File: src/rtl/trdb_pkg.sv
// Shared types and helpers for the trace debugger packet path.
// Word width, unpacker state encoding and header length checks.
package trdb_pkg;

    localparam int TRDB_WORD_W = 32;

    typedef enum logic [1:0] {
        UNPK_IDLE,
        UNPK_COLLECT,
        UNPK_EMIT
    } unpk_state_e;

    // A header length is usable when it covers at least the header
    // itself and fits in the packet register.
    function automatic logic len_valid(
        input int len,
        input int max_words
    );
        return (len != 0) && (len <= max_words);
    endfunction

endpackage

File: src/rtl/trdb_packet_unpacker.sv
// Reassembles variable-length trace packets from the packed word stream.
// Header word carries the packet length in words in its low LEN_W bits.
module trdb_packet_unpacker
    import trdb_pkg::*;
#(
    parameter int MAX_WORDS = 4,
    parameter int LEN_W     = 4
) (
    input  logic                           clk_i,
    input  logic                           rst_i,
    input  logic [TRDB_WORD_W-1:0]         word_i,
    input  logic                           word_valid_i,
    output logic                           word_ready_o,
    input  logic                           flush_i,
    output logic [MAX_WORDS*TRDB_WORD_W-1:0] packet_o,
    output logic [LEN_W-1:0]               packet_len_o,
    output logic                           packet_valid_o,
    input  logic                           packet_ready_i,
    output logic                           len_err_o,
    output logic [31:0]                    packet_cnt_o
);

    unpk_state_e state_q;
    unpk_state_e state_d;

    logic [MAX_WORDS-1:0][TRDB_WORD_W-1:0] words_q;
    logic [LEN_W-1:0] idx_q;
    logic [LEN_W-1:0] len_q;
    logic             err_q;
    logic [31:0]      cnt_q;

    logic [LEN_W-1:0] hdr_len;
    logic             hdr_ok;
    logic             word_fire;
    logic             pkt_fire;
    logic             last_word;

    assign hdr_len   = word_i[LEN_W-1:0];
    assign hdr_ok    = len_valid(32'(hdr_len), MAX_WORDS);
    assign word_fire = word_valid_i & word_ready_o;
    assign pkt_fire  = packet_valid_o & packet_ready_i;
    assign last_word = (idx_q == len_q - LEN_W'(1));

    // Next state and handshake outputs; EMIT blocks new words.
    always_comb begin
        state_d        = state_q;
        word_ready_o   = 1'b0;
        packet_valid_o = 1'b0;
        unique case (state_q)
            UNPK_IDLE: begin
                word_ready_o = !flush_i;
                if (word_fire && hdr_ok) begin
                    if (hdr_len == LEN_W'(1))
                        state_d = UNPK_EMIT;
                    else
                        state_d = UNPK_COLLECT;
                end
            end
            UNPK_COLLECT: begin
                word_ready_o = !flush_i;
                if (flush_i)
                    state_d = UNPK_IDLE;
                else if (word_fire && last_word)
                    state_d = UNPK_EMIT;
            end
            UNPK_EMIT: begin
                packet_valid_o = 1'b1;
                if (packet_ready_i)
                    state_d = UNPK_IDLE;
            end
            default: state_d = UNPK_IDLE;
        endcase
    end

    // State register.
    always_ff @(posedge clk_i) begin
        if (rst_i)
            state_q <= UNPK_IDLE;
        else
            state_q <= state_d;
    end

    // Packet storage, word index, length, error pulse and packet count.
    always_ff @(posedge clk_i) begin
        if (rst_i) begin
            words_q <= '0;
            idx_q   <= '0;
            len_q   <= '0;
            err_q   <= 1'b0;
            cnt_q   <= '0;
        end else begin
            err_q <= (state_q == UNPK_IDLE) && word_fire && !hdr_ok;
            if (state_q == UNPK_IDLE && word_fire && hdr_ok) begin
                words_q    <= '0;
                words_q[0] <= word_i;
                len_q      <= hdr_len;
                idx_q      <= LEN_W'(1);
            end
            if (state_q == UNPK_COLLECT && word_fire) begin
                for (int k = 0; k < MAX_WORDS; k++) begin
                    if (idx_q == LEN_W'(k))
                        words_q[k] <= word_i;
                end
                idx_q <= idx_q + LEN_W'(1);
            end
            if (pkt_fire)
                cnt_q <= cnt_q + 32'd1;
        end
    end

    assign packet_o     = words_q;
    assign packet_len_o = len_q;
    assign len_err_o    = err_q;
    assign packet_cnt_o = cnt_q;

endmodule

File: config.mk
export PLATFORM = sky130hd
export DESIGN_NAME = trdb_packet_unpacker
export DESIGN_NICKNAME = d
export VERILOG_FILES = /design/src/rtl/trdb_pkg.sv /design/src/rtl/trdb_packet_unpacker.sv
export SDC_FILE = /design/constraint.sdc
export NUM_CORES = 1
export LEC_CHECK = 0
export ABC_CLOCK_PERIOD_IN_PS = 1900
export CAP_MARGIN = 20
export CORE_MARGIN = 1.5
export CORE_UTILIZATION = 43
export DETAILED_ROUTE_END_ITERATION = 10
export GPL_ROUTABILITY_DRIVEN = 0
export GPL_TIMING_DRIVEN = 1
export HOLD_SLACK_MARGIN = 0.08
export PLACE_DENSITY = 0.81
export SLEW_MARGIN = 20
export SYNTH_ARGS = -nofsm -noshare
export SYNTH_HDL_FRONTEND = slang
export SYNTH_SLANG_ARGS = --single-unit
export TNS_END_PERCENT = 5
File: constraint.sdc
create_clock -name clk_i -period 1.9 [get_ports clk_i]
set_input_delay 0.475 -clock clk_i [delete_from_list [all_inputs] [get_ports clk_i]]
set_output_delay 0.475 -clock clk_i [all_outputs]
set_load 0.03 [all_outputs]
**After elaboration in Yosys (flattened, before gate mapping)**

Cells that the tools add are included.

- Register bits after elaboration: 171
- Input port bits: 37
- Output and inout bits: 167
- Logic and storage cells: 56

- $add $sub $neg: 3
- Magnitude comparators: 1
- Equality and inequality tests: 10
- Muxes and demuxes: 16
- Bitwise operators: 2
- Reduce and logical (&&, ||, !) cells: 15

Operators by type and width:

| cell | count |
|---|---|
| 2-to-1 mux 128 bit | 2 |
| 2-to-1 mux 32 bit | 4 |
| adder 32 x 1 -> 32 bit, second input constant | 1 |
| 2-to-1 mux 2 bit | 5 |
| equality test 4 x 1 -> 1 bit, second input constant | 2 |
| equality test 4 x 2 -> 1 bit, second input constant | 2 |
| 2-to-1 mux 4 bit | 2 |
| logical AND 1 bit | 7 |
| case mux 2 bit (3 select lines) | 1 |
| adder 4 x 1 -> 4 bit, second input constant | 1 |
| equality test 4 bit | 1 |
| less-or-equal comparator 4 x 3 -> 1 bit, second input constant | 1 |
| zero test 4 bit | 1 |
| != test 2 bit, second input constant | 2 |
| nonzero test 4 bit | 1 |
| subtractor 4 x 1 -> 4 bit, second input constant | 1 |
| != test 3 bit, second input constant | 1 |
| AND reduction 3 bit | 1 |
| bitwise AND 1 bit | 2 |
| equality test 2 x 1 -> 1 bit, second input constant | 1 |
| equality test 2 bit, second input constant | 1 |
| zero test 1 bit | 2 |
| zero test 2 bit | 1 |
| 2-to-1 mux 1 bit | 2 |
| 2 further kinds | 2 |

**Longest topological paths before layout**

- Word-level depth: 9
- Depth in mapped cells: 8
- Depth with buffers taken out: 6

**Worst setup path after synthesis**

OpenSTA, ideal clock, no wires.

- Kind: register to register
- Start: register cnt_q[0] (netlist: packet_cnt_o[0])
- End: register cnt_q[30] (netlist: packet_cnt_o[30])
- Setup time: 0.070 ns
- Arrival time: 2.219 ns
- Data required time: 1.830 ns
- Setup slack: -0.389 ns
- Stages on the path, launching flop included: 7
- Path buffers: 1
- Period minus slack after synthesis: 2.289 ns
- Cell sequence: dfxtp_1 ha_1 nand4b_4 or4_4 buf_6 or4_1 a21oi_1

- Cells in the longest elaborated chain, start to end: 1

Ends and longest elaborated chain:

| item | line | source |
|---|---|---|
| from (decl) | trdb_packet_unpacker.sv:30 | `logic [31:0] cnt_q;` |
| from (signal assigned) | trdb_packet_unpacker.sv:107 | `cnt_q <= cnt_q + 32'd1;` |
| adder 32 x 1 -> 32 bit | trdb_packet_unpacker.sv:107 |  |

No other way between the ends.
A chain may end at the register's enable or synchronous reset.

**Worst setup path in the final report**

- Start: register state_q[0]
- End: register cnt_q[20] (netlist: packet_cnt_o[20])

- Cells in the longest elaborated chain, start to end: 3

Ends and longest elaborated chain:

| item | line | source |
|---|---|---|
| from (decl) | trdb_packet_unpacker.sv:23 | `unpk_state_e state_q;` |
| from (signal assigned) | trdb_packet_unpacker.sv:80 | `state_q <= state_d;` |
| equality test 2 bit | trdb_packet_unpacker.sv:49 | `unique case (state_q)` |
| 2-to-1 mux 1 bit | trdb_packet_unpacker.sv:49 |  |
| bitwise AND 1 bit | trdb_packet_unpacker.sv:41 | `assign pkt_fire = packet_valid_o & packet_ready_i;` |

No other way between the ends.

==> out/results.txt <==
Total Routed Length: 21.8 mm
area share of the largest cell type after synthesis: 46.8%
Final Setup Violations: 139
Via-to-Cell Ratio: 5.32
standard cell core area: 16600 sq um
most area-hungry cell type in the Yosys netlist: sky130_fd_sc_hd__dfxtp_1
share of total power in the clock network: 46.2%
number of warnings issued by yosys: 0
area of the mapped netlist: 7310 sq um
cell with the largest stage delay on the worst path: sky130_fd_sc_hd__or4_4
crit share post-route: 108%
setup slack of the critical path after layout: -0.151 ns
H-Tree Depth: 4
biggest area contributors in the synthesized netlist: sky130_fd_sc_hd__dfxtp_1, sky130_fd_sc_hd__nand3b_1, sky130_fd_sc_hd__a21oi_1, sky130_fd_sc_hd__nand2_1, sky130_fd_sc_hd__nand2b_1
critical path fanouts, max: 5
effective utilization at floorplan: 44.1%
ranking of synthesized cells by instance count: sky130_fd_sc_hd__dfxtp_1, sky130_fd_sc_hd__a21oi_1, sky130_fd_sc_hd__nand2_1
TritonCTS clock tree: built
clock-pin slew reported for the worst setup and hold paths after clock tree synthesis: 0.07 ns
leak pwr: 0.00467 uW
# nets final: 1094
number of violations of the max-capacitance limit: 0
wire length of the first global-routing pass: 33.5 mm
CP Launch Type: flip-flop
number of cells produced by synthesis: 829
Worst R2R Start: state_q[0]$_SDFFE_PP0P_
sequential share of power: 47.0%
clock period minus worst slack: 2.05 ns
share of synthesized flip-flops with an asynchronous set or reset: 0%
critical path, cell by cell: buf_6, nand4b_4, or4_4, buf_6, or4_1, a21oi_1
category of the worst setup path capture point: flip-flop
crit path DAT: 2.42 ns
launch point of the worst path: state_q[0]$_SDFFE_PP0P_
family of cells with the greatest summed delay on the critical path: simple AND/OR/NAND/NOR gates
Unique masters post-synth: 40
maximum clock path buffer count: 2
largest clock skew in the final design: 0.00796 ns
clk sink count: 171
DR vias: 6830
Clk Latency, worst-skew pair: 0.43 ns
post-synthesis sequential area ratio: 46.8%
Critical Path Most Common Cell: sky130_fd_sc_hd__buf_6
Seq cells post-synth: 171
placed wire-length estimate after detailed placement: 13.3 mm
DRC violation count after routing: 0
pins over their slew limit: 0
setup repair after global routing missed its margin: true
type of the setup path with the least slack: flip-flop to flip-flop
count of standard-cell rows: 47
largest net degree at the start of global routing: 53
most used standard cell by instance count after synthesis: sky130_fd_sc_hd__dfxtp_1
share of the core filled with cells: 64.6%
minimum setup slack after placement: -0.689 ns
startpoint of the tightest hold check path: rst_i
width of the chip: 133 microns
remaining antenna violation count: 0
Post-Syn Area per Cell: 8.81 sq um
Port Buffer Count: 203
DRT Pass-1 Iters: 4
area added between synthesis and finish: 46.5%
fraction of layout cells with a size suffix above 1: 13.6%
ratio of total power to cell area: 718 nW/um^2
IO Count: 204
outcome: complete, but fails checks
fmax: 0.488 GHz
overall die height: 133 microns
critical path data required time: 2.27 ns
share of total power in combinational logic: 6.8%
number of buffers created by CTS: 17
total buffers and inverters traversed by the critical path: 2
number of antenna cells inserted: 0
post-DR wirelength/cell: 16.9 microns
1st-iter DRT viols: 374
initial antenna violation count: 0
net load switching power: 1850 uW
class of the tightest hold or removal check: input pin to flip-flop
worst slew pin tran: 0.511 ns
clock tree root buffer cell: sky130_fd_sc_hd__clkbuf_16
Power Internal: 5840 uW
Final Hold Violating Endpoints: 0
worst hold slack: 0.454 ns
overall fraction of global-route tracks in use: 23.6%
delay of the slowest cell on the worst path: 0.54 ns
maximum vdd drop: 0.629 mV
EDFF count, synth: 0
net count after synthesis: 872
GRT overflow: 0
ys flop type: sky130_fd_sc_hd__dfxtp_1
worst max-slew margin expressed relative to the limit: 65.7%
hold_buf cts: 0
Die Footprint: 17800 sq um
failing checks: setup timing
number of global-route vias before repair: 6497
switching power as a share of total power: 24.0%
## cell usage in the layout, fill, tap and decap left out, types with 5 or more instances in the layout
master                            Yosys  routed
sky130_fd_sc_hd__dlygate4sd2_1        0     168
sky130_fd_sc_hd__dfxtp_1            171     159
sky130_fd_sc_hd__nand2_1            116     116
sky130_fd_sc_hd__a21oi_1            126     116
sky130_fd_sc_hd__nand3b_1            98      98
sky130_fd_sc_hd__nand2b_1            64      64
sky130_fd_sc_hd__buf_4                0      43
sky130_fd_sc_hd__mux2i_1             31      31
sky130_fd_sc_hd__clkdlybuf4s50_1      0      31
sky130_fd_sc_hd__clkbuf_16            0      19
sky130_fd_sc_hd__o31ai_1             14      14
sky130_fd_sc_hd__nand4_1             14      14
sky130_fd_sc_hd__inv_1               11      11
sky130_fd_sc_hd__nor2_1              12      11
sky130_fd_sc_hd__or4_1               17      11
sky130_fd_sc_hd__xnor2_1             11      11
sky130_fd_sc_hd__buf_12               0      11
sky130_fd_sc_hd__nor3_1              10      10
sky130_fd_sc_hd__a21oi_2              0      10
sky130_fd_sc_hd__nand3_1             10      10
sky130_fd_sc_hd__dfxtp_4              0       9
sky130_fd_sc_hd__buf_6                6       9
sky130_fd_sc_hd__o21ai_0              8       8
sky130_fd_sc_hd__buf_16               0       8
sky130_fd_sc_hd__or4_4                1       7
sky130_fd_sc_hd__or3_1                8       7
sky130_fd_sc_hd__xor2_1               5       5
sky130_fd_sc_hd__ha_1                 6       5
sky130_fd_sc_hd__inv_6                0       5
## power by group through the flow
stage,clock (uW),sequential (uW),combinational (uW)
2_1_floorplan,0,3740,186
3_3_place_gp,0,3690,466
3_5_place_dp,0,3690,469
4_1_cts,3590,3610,509
5_1_grt,3780,3610,553
6_report,3550,3610,523
## state kept, by name, indices dropped and copies added (netlist names)
signal and flops:
packet_o 128, packet_cnt_o 32, idx_q 4, packet_len_o 4, state_q 2, len_err_o 1
## metrics by stage
stage                     cell area [sq um]  cells  setup TNS, ns  power, uW
after floorplan                        7360    829         -12.38       3920
after global placement                 9870   1234         -92.33       4160
after detailed placement               9870   1234         -95.18       4160
after CTS                             10500   1277         -17.51       7710
after global routing                  10700   1284         -15.62       7950
final                                 10700   1284         -11.15       7690
## metal layers
| metal | GRT usage [%] | wire length (microns) | up-vias |
|---|---|---|---|
| met5 | 0 | 0 | - |
| met4 | 8.94 | 549 | 0 |
| met3 | 6.16 | 1260 | 36 |
| met2 | 39.4 | 10400 | 213 |
| met1 | 29.3 | 9500 | 3259 |
| li1 | - | - | 3322 |
## cell families after synthesis
| group | count (synthesis) | synth area share (%) |
|---|---|---|
| AO/OA/AOI/OAI | 155 | 11.4 |
| XOR/XNOR | 16 | 1.92 |
| adder cells (fa/ha/maj) | 6 | 1.03 |
| buffers and inverters | 81 | 4.97 |
| flip-flops | 171 | 46.8 |
| multiplexers | 31 | 4.25 |
| AND/OR/NAND/NOR | 369 | 29.6 |
## timing repair
action / 4_1_cts / 5_1_grt
cloned: 7 / 2
buffers inserted: 4 / 6
gates resized for setup: 193 / 23
setup endpoints to repair: 317 / 151
pin swaps: 138 / 31
hold endpoints to repair: 0 / 0
## final timing paths
check / slack (ns) / to / depth (start not counted)
max: -0.15 / packet_cnt_o[20]$_SDFFE_PP0P_ / 6
min: 0.45 / packet_o[40]$_SDFF_PP0_ / 2
max reg2reg: -0.15 / packet_cnt_o[20]$_SDFFE_PP0P_ / 6
min reg2reg: 0.47 / packet_o[6]$_SDFF_PP0_ / 2
## final cells by class
| class | instances | area (sq um) |
|---|---|---|
| repair buffers | 273 | 2710 |
| inverters | 11 | 41.3 |
| clock buffers | 18 | 439 |
| flip-flops and latches | 171 | 3460 |
| multi-input cells | 577 | 3620 |
| clock inverters | 14 | 160 |
| fillers | 1374 | 5880 |
| well taps | 220 | 275 |
Power figures use the tool's default switching activity.
